`config.mk`:
```
export PLATFORM = sky130hd
export DESIGN_NAME = mem_bus_ctrl
export DESIGN_NICKNAME = d
export VERILOG_FILES = /design/src/rtl/mem_bus_ctrl_pkg.sv /design/src/rtl/mem_bus_ctrl_addr_decode.sv /design/src/rtl/mem_bus_ctrl.sv
export SDC_FILE = /design/constraint.sdc
export NUM_CORES = 1
export LEC_CHECK = 0
export CAP_MARGIN = 25
export CORE_MARGIN = 2
export CORE_UTILIZATION = 42
export DETAILED_ROUTE_END_ITERATION = 7
export MAX_ROUTING_LAYER = met4
export PLACE_DENSITY = 0.94
export SYNTH_ARGS = -nofsm -noshare
export SYNTH_HDL_FRONTEND = slang
export SYNTH_SLANG_ARGS = --single-unit
```
`constraint.sdc`:
```
create_clock -name clk -period 5.1 [get_ports clk]
set_input_delay 0.51 -clock clk [delete_from_list [all_inputs] [get_ports clk]]
set_output_delay 0.51 -clock clk [all_outputs]
set_load 0.005 [all_outputs]
```
`src/rtl/mem_bus_ctrl_pkg.sv`:
```
// Shared definitions for the two-master memory bus controller:
// FSM states, region codes and default memory map bases.
package mem_bus_ctrl_pkg;

    typedef enum logic [1:0] {
        ST_IDLE   = 2'd0,
        ST_ACCESS = 2'd1,
        ST_RESP   = 2'd2,
        ST_DONE   = 2'd3
    } state_t;

    typedef enum logic [1:0] {
        RGN_NONE  = 2'd0,
        RGN_LOMEM = 2'd1,
        RGN_PMON  = 2'd2,
        RGN_HIMEM = 2'd3
    } region_t;

    localparam logic [31:0] DEF_PMON_BASE  = 32'h0000_F000;
    localparam logic [31:0] DEF_HIMEM_BASE = 32'h0001_0000;

    // One-hot select layout: bit 0 lomem, bit 1 pmon, bit 2 himem.
    function automatic region_t sel_to_region(input logic [2:0] sel);
        region_t rgn;
        rgn = RGN_NONE;
        case (sel)
            3'b001:  rgn = RGN_LOMEM;
            3'b010:  rgn = RGN_PMON;
            3'b100:  rgn = RGN_HIMEM;
            default: rgn = RGN_NONE;
        endcase
        return rgn;
    endfunction

endpackage

```
`src/rtl/mem_bus_ctrl_addr_decode.sv`:
```
// Combinational word-address decoder: pmon window wins over lomem,
// lomem wins over himem; anything else is unmapped.
module mem_addr_decode
    import mem_bus_ctrl_pkg::*;
#(
    parameter int unsigned LOMEM_SIZE = 65536,
    parameter logic [31:0] HIMEM_BASE = DEF_HIMEM_BASE,
    parameter int unsigned HIMEM_SIZE = 65536,
    parameter logic [31:0] PMON_BASE  = DEF_PMON_BASE
) (
    input  logic [31:0] addr,
    output logic [2:0]  sel,
    output logic        unmapped
);

    logic [32:0] w_addr33;
    logic [32:0] w_hi_lo;
    logic [32:0] w_hi_end;
    logic        w_pmon;
    logic        w_lomem;
    logic        w_himem;

    // 33-bit arithmetic so HIMEM_BASE + HIMEM_SIZE cannot wrap past 2^32.
    assign w_addr33 = {1'b0, addr};
    assign w_hi_lo  = {1'b0, HIMEM_BASE};
    assign w_hi_end = w_hi_lo + 33'(HIMEM_SIZE);

    assign w_pmon  = (addr[31:12] == PMON_BASE[31:12]);
    assign w_lomem = (w_addr33 < 33'(LOMEM_SIZE));
    assign w_himem = (HIMEM_SIZE != 0) && (w_addr33 >= w_hi_lo) && (w_addr33 < w_hi_end);

    assign sel[1]   = w_pmon;
    assign sel[0]   = w_lomem && !w_pmon;
    assign sel[2]   = w_himem && !w_pmon && !w_lomem;
    assign unmapped = !(w_pmon || w_lomem || w_himem);

endmodule

```
`src/rtl/mem_bus_ctrl.sv`:
```
// Round-robin two-master memory bus controller: grant, access, capture
// synchronous read data, then a one-cycle acknowledge to the granted port.
module mem_bus_ctrl
    import mem_bus_ctrl_pkg::*;
#(
    parameter int unsigned WIDTH      = 32,
    parameter int unsigned LOMEM_SIZE = 65536,
    parameter logic [31:0] HIMEM_BASE = DEF_HIMEM_BASE,
    parameter int unsigned HIMEM_SIZE = 65536,
    parameter logic [31:0] PMON_BASE  = DEF_PMON_BASE
) (
    input  logic             clk,
    input  logic             reset,
    input  logic             m0_req,
    input  logic             m0_wen,
    input  logic [31:0]      m0_addr,
    input  logic [WIDTH-1:0] m0_wdata,
    output logic             m0_ack,
    output logic             m0_err,
    output logic [WIDTH-1:0] m0_rdata,
    input  logic             m1_req,
    input  logic             m1_wen,
    input  logic [31:0]      m1_addr,
    input  logic [WIDTH-1:0] m1_wdata,
    output logic             m1_ack,
    output logic             m1_err,
    output logic [WIDTH-1:0] m1_rdata,
    output logic [31:0]      mem_addr,
    output logic [WIDTH-1:0] mem_din,
    output logic             mem_wen,
    output logic             cs_lomem,
    output logic             cs_pmon,
    output logic             cs_himem,
    input  logic [WIDTH-1:0] mem_dout
);

    state_t           r_state;
    state_t           w_next_state;
    logic             r_last_grant;   // 0 = m0, 1 = m1
    logic             r_gnt;
    logic [31:0]      r_addr;
    logic [WIDTH-1:0] r_wdata;
    logic             r_wen;
    region_t          r_region;
    logic [WIDTH-1:0] r_m0_rdata;
    logic [WIDTH-1:0] r_m1_rdata;

    logic             w_grant_valid;
    logic             w_grant_sel;
    logic [31:0]      w_req_addr;
    logic [2:0]       w_sel;
    logic             w_unmapped;
    logic             w_access;
    logic             w_done;
    logic [WIDTH-1:0] w_rd_value;

    always_comb begin
        w_next_state  = r_state;
        w_grant_valid = 1'b0;
        w_grant_sel   = 1'b0;
        case (r_state)
            ST_IDLE: begin
                if (m0_req || m1_req) begin
                    w_grant_valid = 1'b1;
                    w_grant_sel   = (m0_req && m1_req) ? ~r_last_grant : m1_req;
                    w_next_state  = ST_ACCESS;
                end
            end
            ST_ACCESS: w_next_state = ST_RESP;
            ST_RESP:   w_next_state = ST_DONE;
            ST_DONE:   w_next_state = ST_IDLE;
            default:   w_next_state = ST_IDLE;
        endcase
    end

    // Decode the address of whichever master is being granted this cycle.
    assign w_req_addr = w_grant_sel ? m1_addr : m0_addr;

    mem_addr_decode #(
        .LOMEM_SIZE (LOMEM_SIZE),
        .HIMEM_BASE (HIMEM_BASE),
        .HIMEM_SIZE (HIMEM_SIZE),
        .PMON_BASE  (PMON_BASE)
    ) u_decode (
        .addr     (w_req_addr),
        .sel      (w_sel),
        .unmapped (w_unmapped)
    );

    assign w_rd_value = (r_region == RGN_NONE) ? '0 : mem_dout;

    always_ff @(posedge clk) begin
        if (reset) begin
            r_state      <= ST_IDLE;
            r_last_grant <= 1'b1;
            r_gnt        <= 1'b0;
            r_addr       <= '0;
            r_wdata      <= '0;
            r_wen        <= 1'b0;
            r_region     <= RGN_NONE;
            r_m0_rdata   <= '0;
            r_m1_rdata   <= '0;
        end else begin
            r_state <= w_next_state;
            if (w_grant_valid) begin
                r_gnt    <= w_grant_sel;
                r_addr   <= w_req_addr;
                r_wdata  <= w_grant_sel ? m1_wdata : m0_wdata;
                r_wen    <= w_grant_sel ? m1_wen : m0_wen;
                r_region <= w_unmapped ? RGN_NONE : sel_to_region(w_sel);
            end
            if (r_state == ST_RESP && !r_wen) begin
                if (r_gnt) r_m1_rdata <= w_rd_value;
                else       r_m0_rdata <= w_rd_value;
            end
            if (r_state == ST_DONE) begin
                r_last_grant <= r_gnt;
            end
        end
    end

    assign w_access = (r_state == ST_ACCESS);
    assign w_done   = (r_state == ST_DONE);

    assign mem_addr = r_addr;
    assign mem_din  = r_wdata;
    assign cs_lomem = w_access && (r_region == RGN_LOMEM);
    assign cs_pmon  = w_access && (r_region == RGN_PMON);
    assign cs_himem = w_access && (r_region == RGN_HIMEM);
    assign mem_wen  = w_access && r_wen && (r_region != RGN_NONE);

    assign m0_ack   = w_done && !r_gnt;
    assign m1_ack   = w_done && r_gnt;
    assign m0_err   = m0_ack && (r_region == RGN_NONE);
    assign m1_err   = m1_ack && (r_region == RGN_NONE);
    assign m0_rdata = r_m0_rdata;
    assign m1_rdata = r_m1_rdata;

endmodule

```
==> results of run 1 <==
kinds of logic after synthesis:
family                   count (synthesis)  share of synthesized area, %
multiplexers                             1                         0.175
AND/OR/NAND/NOR                        357                          27.6
AO/OA/AOI/OAI                          145                          18.3
flip-flops                             135                          47.2
adder cells (fa/ha/maj)                  5                          1.09
buffers and inverters                   79                          5.53
state kept, by name, summed over array words and instances, names as in the netlist:
name,cells
r_last_grant,1
r_state,2
mem_addr,32
mem_din,32
r_wen,1
r_gnt,1
r_region,2
m0_rdata,32
m1_rdata,32
stage by stage:
step | setup WS [ns] | total power [mW]
global route | 2.19 | 4.34
floorplan | 3.35 | 2.14
CTS | 2.05 | 4.12
finish | 2.36 | 4.13
global placement | 2.18 | 2.81
detailed placement | 2.06 | 2.85
cell type report:
cell class                      count  area share (%)
Sequential cell                   135            28.8
Inverter                            5           0.200
Clock inverter                     14            1.84
Clock buffer                       18            4.68
Timing Repair Buffer              311            33.1
Multi-Input combinational cell    508            29.0
Tap cell                          176            2.35
synthesized netlist by cell type, drive strengths merged:
master and instances:
o2bb2ai 1, a211oi 2, nor2 70, nor3 3, a21bo 1, or4 1, or2 1, nand4 3
a21boi 1, and2 1, o211ai 1, o32ai 1, buf 19, a211o 2, clkbuf 55, o21a 1
nand2 132, nand3b 2, and3 2, a311oi 64, or3b 1, nor2b 2, o31ai 3, a21oi 65
nor3b 1, mux2i 1, dfxtp 135, nor4 5, o21ai 1, ha 5, nand3 129, nand2b 1
a2111oi 1, and3b 2, o22ai 1, and4 1, inv 5
report_power, final:
part	internal (mW)	switching [mW]	total, mW
Sequential	1.26	0.123	1.39
Clock	0.786	0.472	1.26
Combinational	0.699	0.782	1.48
Total	2.75	1.38	4.13
per-layer routing:
layer	wire [um]	share of wire (%)	vias up
met5	0	0	-
met4	619	3.1	0
met3	1750	8.7	46
met2	10100	51	356
met1	7550	38	3027
li1	-	-	3079
worst min path at each step:
stage | to | depth (start not counted)
2_1_floorplan | m0_rdata[0]$_SDFFE_PP0P_ | 2
3_3_place_gp | m0_rdata[14]$_SDFFE_PP0P_ | 2
3_5_place_dp | m0_rdata[15]$_SDFFE_PP0P_ | 2
4_1_cts | m0_rdata[15]$_SDFFE_PP0P_ | 2
5_1_grt | m0_rdata[15]$_SDFFE_PP0P_ | 2
6_report | m0_rdata[14]$_SDFFE_PP0P_ | 2
worst min-delay path, cell delays in order, from the launching register on:
cell and delay (ns):
sky130_fd_sc_hd__dfxtp_1 0.30, sky130_fd_sc_hd__nand2_1 0.05, sky130_fd_sc_hd__a21oi_1 0.05
==> run_summary.xml, run 1 <==
<?xml version="1.0" encoding="UTF-8"?>
<metrics>
  <group name="route">
    <metric name="drcViolationCount" unit="">0</metric>
    <metric name="vias_per_cell" unit="">5.58</metric>
    <metric name="wl" unit="um">20100</metric>
    <metric name="drt_first_pass_iters" unit="">5</metric>
    <metric name="detailroute.via_count" unit="">6508</metric>
    <metric name="drtIter0Drc" unit="">628</metric>
    <metric name="route.detailed.wl_per_inst" unit="um">17.2</metric>
    <metric name="antenna_left" unit="">0</metric>
  </group>
  <group name="die">
    <metric name="core_area" unit="um^2">13300</metric>
    <metric name="start_util" unit="%">43.0</metric>
    <metric name="die-area" unit="um^2">14600</metric>
    <metric name="core.rowCount" unit="">42</metric>
    <metric name="design.portCount" unit="">302</metric>
    <metric name="die_w" unit="um">121</metric>
    <metric name="chipHeight" unit="um">121</metric>
  </group>
  <group name="setup_path">
    <metric name="r2r.worst_path.cells" unit="">8</metric>
    <metric name="worstSetupStartpointType" unit="">flip-flop</metric>
    <metric name="critical-path-slowest-cell" unit="">sky130_fd_sc_hd__buf_4</metric>
    <metric name="timing.critical_path.buf_inv" unit="">4</metric>
    <metric name="critPathLaunch" unit="">r_state[0]$_SDFFE_PP0P_</metric>
    <metric name="worst_path_dominant_cell_family" unit="">buffers and inverters</metric>
    <metric name="crit_path_cell_trace" unit="">inv_1 -&gt; ha_2 -&gt; buf_4 -&gt; o21a_4 -&gt; buf_16 -&gt; buf_4 -&gt; nor2_1 -&gt; a311oi_1</metric>
    <metric name="max_stage_delay" unit="ns">0.60</metric>
    <metric name="crit_end" unit="">mem_din[12]$_SDFFE_PP0P_</metric>
    <metric name="worst_r2r_startpoint" unit="">r_state[0]$_SDFFE_PP0P_</metric>
    <metric name="crit_required" unit="ns">5.42</metric>
    <metric name="worst-path-stages" unit="">8</metric>
    <metric name="criticalPathCategory" unit="">reg2reg</metric>
    <metric name="crit_path_max_fanout" unit="">89</metric>
    <metric name="ff2ff_setup_slack" unit="ns">2.36</metric>
    <metric name="arrival" unit="ns">3.06</metric>
    <metric name="r2r_end" unit="">mem_din[12]$_SDFFE_PP0P_</metric>
    <metric name="timing.critical_path.mode_cell" unit="">sky130_fd_sc_hd__buf_4</metric>
    <metric name="endpoint_kind" unit="">flip-flop</metric>
  </group>
  <group name="synth">
    <metric name="netlist_top_cells_area" unit="">sky130_fd_sc_hd__dfxtp_1, sky130_fd_sc_hd__nand3_1, sky130_fd_sc_hd__a311oi_1, sky130_fd_sc_hd__nand2_1, sky130_fd_sc_hd__a21oi_1</metric>
    <metric name="synth-seq-cells" unit="">135</metric>
    <metric name="synth_sequential_area_ratio" unit="%">47.2</metric>
    <metric name="yosys.area.top_type_share" unit="%">47.2</metric>
    <metric name="synthesis.area" unit="um^2">5720</metric>
    <metric name="synth.net_count" unit="">893</metric>
    <metric name="total_of_warnings_raised_by_yosys" unit="">0</metric>
    <metric name="yosysTopAreaCell" unit="">sky130_fd_sc_hd__dfxtp_1</metric>
    <metric name="postSynthCellCount" unit="">722</metric>
    <metric name="postSynthAreaPerCell" unit="um^2">7.92</metric>
    <metric name="synth.lib_cells_used.distinct" unit="">39</metric>
  </group>
  <group name="global_routing">
    <metric name="grtUsageMet1" unit="%">30.6</metric>
    <metric name="initial_antenna_violation_count" unit="">0</metric>
    <metric name="maximum_number_of_pins_on_one_net_before_global_route_repair" unit="">103</metric>
    <metric name="track_usage" unit="%">27.7</metric>
    <metric name="grt_pass1_vias" unit="">6167</metric>
    <metric name="overflow_left_after_global_routing" unit="">0</metric>
    <metric name="busiest_layer" unit="">met2</metric>
    <metric name="grt_pass1_wl" unit="um">31100</metric>
    <metric name="grtUsageMet2" unit="%">47.4</metric>
    <metric name="grt_use_met3" unit="%">7.69</metric>
  </group>
  <group name="sta">
    <metric name="rsz_0062_raised_after_global_routing" unit="">false</metric>
    <metric name="finalCriticalPeriod" unit="ns">2.74</metric>
    <metric name="maxSlewViolCount" unit="">0</metric>
    <metric name="setup_tns" unit="ns">0</metric>
    <metric name="timing.final.hold_violations" unit="">0</metric>
    <metric name="setup_viol" unit="">0</metric>
    <metric name="final_min_period_over_clock_period" unit="%">53.7</metric>
    <metric name="hold_slack" unit="ns">0.453</metric>
    <metric name="timing_worst_slew_pin_value" unit="ns">0.880</metric>
    <metric name="slew_headroom" unit="%">41.3</metric>
    <metric name="achievable_frequency" unit="GHz">0.365</metric>
    <metric name="final.setup_skew" unit="ns">0.0134</metric>
  </group>
  <group name="cells_and_area">
    <metric name="fillers" unit="">975</metric>
    <metric name="layout_commonest_cell" unit="">sky130_fd_sc_hd__clkdlybuf4s50_1</metric>
    <metric name="layout.core_utilization" unit="%">70.5</metric>
    <metric name="layout.cells.most_common_list" unit="">sky130_fd_sc_hd__clkdlybuf4s50_1, sky130_fd_sc_hd__dfxtp_1, sky130_fd_sc_hd__nand2_1, sky130_fd_sc_hd__nand3_1, sky130_fd_sc_hd__nor2_1</metric>
    <metric name="seq_area" unit="um^2">2700</metric>
    <metric name="fin_area" unit="um^2">9380</metric>
    <metric name="multi_input_comb_area" unit="um^2">2720</metric>
    <metric name="antenna_cells" unit="">0</metric>
    <metric name="post_layout_nonfiller_instances" unit="">1167</metric>
    <metric name="final_net_count" unit="">1149</metric>
    <metric name="area_growth" unit="%">63.9</metric>
    <metric name="drive_gt1_share" unit="%">5.45</metric>
  </group>
  <group name="power">
    <metric name="power_leakage" unit="nW">3.34</metric>
    <metric name="max-vdd-ir-drop" unit="uV">302</metric>
    <metric name="power_per_cell_area" unit="nW/um^2">440</metric>
  </group>
  <group name="clocking">
    <metric name="cts_inserted_buffers" unit="">17</metric>
    <metric name="tritoncts" unit="">built</metric>
    <metric name="ctsResizeCount" unit="">0</metric>
    <metric name="worst_setup_hold_path_clk_slew" unit="ns">0.06</metric>
    <metric name="clockBufferDepth" unit="">2</metric>
    <metric name="clock-sinks" unit="">135</metric>
    <metric name="cts_root_buffer" unit="">sky130_fd_sc_hd__clkbuf_16</metric>
    <metric name="clock_insertion_delay_worst_skew" unit="ns">0.42</metric>
    <metric name="holdBufCountCts" unit="">0</metric>
    <metric name="cts.repair_timing.setup_buffer_count" unit="">0</metric>
    <metric name="htree_num_levels" unit="">4</metric>
  </group>
  <group name="run_status">
    <metric name="run_status" unit="">finished, final reports clean</metric>
  </group>
  <group name="hold_path">
    <metric name="holdCritPathClass" unit="">reg2reg</metric>
    <metric name="min_from" unit="">m0_rdata[14]$_SDFFE_PP0P_</metric>
  </group>
  <group name="place">
    <metric name="post_dp_cell_area" unit="um^2">8740</metric>
    <metric name="place_hpwl" unit="um">14000</metric>
    <metric name="numPortBuffers" unit="">301</metric>
    <metric name="gp_routability_congestion" unit="">0.888</metric>
    <metric name="dp.cells" unit="">1134</metric>
  </group>
  <group name="run">
    <metric name="maxCapViolations" unit="">0</metric>
  </group>
</metrics>
No activity file was read; power rests on OpenSTA's default activity.
==> inputs of run 2 (changes only) <==
Settings changed: CORE_UTILIZATION 42 to 36, PLACE_DENSITY 0.94 to 0.86.
Clock period 5.1 ns to 2.2 ns, I/O delays scaled along.
==> run_summary.xml, run 2 (same netlist as run 1, synthesis figures left out) <==
<?xml version="1.0" encoding="UTF-8"?>
<metrics>
  <group name="route">
    <metric name="detailroute.via_count" unit="">6437</metric>
    <metric name="vias_per_cell" unit="">5.27</metric>
    <metric name="drcViolationCount" unit="">0</metric>
    <metric name="drt_first_pass_iters" unit="">5</metric>
    <metric name="route.detailed.wl_per_inst" unit="um">16.5</metric>
    <metric name="drtIter0Drc" unit="">355</metric>
    <metric name="wl" unit="um">20200</metric>
    <metric name="antenna_left" unit="">0</metric>
  </group>
  <group name="setup_path">
    <metric name="criticalPathCategory" unit="">reg2out</metric>
    <metric name="r2r.worst_path.cells" unit="">5</metric>
    <metric name="worstSetupStartpointType" unit="">flip-flop</metric>
    <metric name="arrival" unit="ns">1.80</metric>
    <metric name="endpoint_kind" unit="">output port</metric>
    <metric name="crit_required" unit="ns">1.98</metric>
    <metric name="crit_path_max_fanout" unit="">4</metric>
  </group>
  <group name="die">
    <metric name="core.rowCount" unit="">46</metric>
    <metric name="core_area" unit="um^2">15700</metric>
    <metric name="chipHeight" unit="um">130</metric>
    <metric name="design.portCount" unit="">302</metric>
    <metric name="die_w" unit="um">130</metric>
    <metric name="die-area" unit="um^2">16900</metric>
    <metric name="start_util" unit="%">36.4</metric>
  </group>
  <group name="global_routing">
    <metric name="track_usage" unit="%">23.8</metric>
    <metric name="overflow_left_after_global_routing" unit="">0</metric>
    <metric name="initial_antenna_violation_count" unit="">0</metric>
    <metric name="maximum_number_of_pins_on_one_net_before_global_route_repair" unit="">65</metric>
    <metric name="grt_pass1_vias" unit="">5930</metric>
    <metric name="grt_pass1_wl" unit="um">30200</metric>
  </group>
  <group name="power">
    <metric name="power_leakage" unit="nW">3.43</metric>
    <metric name="power_per_cell_area" unit="nW/um^2">1010</metric>
    <metric name="max-vdd-ir-drop" unit="uV">611</metric>
  </group>
  <group name="sta">
    <metric name="timing_worst_slew_pin_value" unit="ns">0.751</metric>
    <metric name="setup_viol" unit="">0</metric>
    <metric name="final_min_period_over_clock_period" unit="%">91.6</metric>
    <metric name="setup_tns" unit="ns">0</metric>
    <metric name="final.setup_skew" unit="ns">0.00875</metric>
    <metric name="timing.final.hold_violations" unit="">0</metric>
    <metric name="slew_headroom" unit="%">50.0</metric>
    <metric name="finalCriticalPeriod" unit="ns">2.02</metric>
    <metric name="rsz_0062_raised_after_global_routing" unit="">false</metric>
    <metric name="maxSlewViolCount" unit="">0</metric>
    <metric name="achievable_frequency" unit="GHz">0.496</metric>
  </group>
  <group name="hold_path">
    <metric name="holdCritPathClass" unit="">in2reg</metric>
    <metric name="worstHoldPathCells" unit="">2</metric>
  </group>
  <group name="clocking">
    <metric name="clock_insertion_delay_worst_skew" unit="ns">0.42</metric>
    <metric name="cts_inserted_buffers" unit="">17</metric>
    <metric name="clockBufferDepth" unit="">2</metric>
    <metric name="tritoncts" unit="">built</metric>
    <metric name="clock-sinks" unit="">135</metric>
    <metric name="cts_root_buffer" unit="">sky130_fd_sc_hd__clkbuf_16</metric>
    <metric name="htree_num_levels" unit="">4</metric>
    <metric name="worst_setup_hold_path_clk_slew" unit="ns">0.06</metric>
  </group>
  <group name="place">
    <metric name="gp_routability_congestion" unit="">0.886</metric>
    <metric name="numPortBuffers" unit="">301</metric>
    <metric name="place_hpwl" unit="um">14800</metric>
    <metric name="dp.cells" unit="">1189</metric>
  </group>
  <group name="cells_and_area">
    <metric name="drive_gt1_share" unit="%">6.77</metric>
    <metric name="post_layout_nonfiller_instances" unit="">1222</metric>
    <metric name="layout_commonest_cell" unit="">sky130_fd_sc_hd__clkdlybuf4s50_1</metric>
    <metric name="layout.cells.most_common_list" unit="">sky130_fd_sc_hd__clkdlybuf4s50_1, sky130_fd_sc_hd__dfxtp_1, sky130_fd_sc_hd__nand2_1, sky130_fd_sc_hd__nand3_1, sky130_fd_sc_hd__nor2_1</metric>
    <metric name="area_growth" unit="%">67.5</metric>
    <metric name="final_net_count" unit="">1163</metric>
  </group>
  <group name="run">
    <metric name="maxCapViolations" unit="">0</metric>
  </group>
  <group name="run_status">
    <metric name="run_status" unit="">finished, final reports clean</metric>
  </group>
</metrics>
[run 2: final timing paths]
check,from,slack [ns],endpoint
max,r_state[1]$_SDFFE_PP0P_,0.18,m1_err
min,reset,0.34,r_state[1]$_SDFFE_PP0P_
max reg2reg,r_state[0]$_SDFFE_PP0P_,0.37,m0_rdata[19]$_SDFFE_PP0P_
min reg2reg,m1_rdata[27]$_SDFFE_PP0P_,0.45,m1_rdata[27]$_SDFFE_PP0P_
[run 2: per-layer routing]
layer / global-route usage (%) / share of wire [%] / wire length [um] / up-vias
met5: - / 0 / 0 / -
met4: 12.3 / 3.5 / 714 / 0
met3: 6.07 / 8.0 / 1620 / 42
met2: 40.3 / 51 / 10300 / 311
met1: 25.7 / 37 / 7560 / 2980
li1: - / - / - / 3104
[run 2: area by class of cell]
class | instances | area, um^2
Fill cell | 1329 | 6130
Timing Repair Buffer | 325 | 3280
Multi-Input combinational cell | 508 | 2720
Sequential cell | 135 | 2700
Clock buffer | 18 | 439
Tap cell | 216 | 270
Clock inverter | 14 | 146
Inverter | 5 | 18.8
Antenna cell | 1 | 2.50
[run 2: power by group]
| group | internal [mW] | switching (mW) |
|---|---|---|
| sequential | 2.93 | 0.277 |
| combinational | 1.78 | 1.85 |
| clock | 1.71 | 1.14 |
[run 2: timing repair]
action	4_1_cts	5_1_grt
buffers inserted	0	0
gates resized for setup	0	1
hold endpoints to repair	0	0
hold buffers	0	0
endpoints found under the setup margin	0	1
[run 2: metrics by stage]
stage	worst slack [ns]	area (um^2)	util, %	total power, mW	hold slack [ns]
global route	0.0761	9580	60.9	10.2	0.367
floorplan	0.518	5720	-	4.96	0.367
detailed placement	0.218	8990	57.2	6.91	0.447
global placement	0.237	8990	57.2	6.84	0.440
CTS	0.0292	9570	60.9	9.76	0.321
finish	0.185	9580	61.0	9.68	0.336
[run 2: critical path, cell delays in order, from the launching register on]
cell and delay, ns:
sky130_fd_sc_hd__dfxtp_1 0.37, sky130_fd_sc_hd__ha_1 0.17, sky130_fd_sc_hd__and2_1 0.17, sky130_fd_sc_hd__nor2b_1 0.15
sky130_fd_sc_hd__clkdlybuf4s50_1 0.52
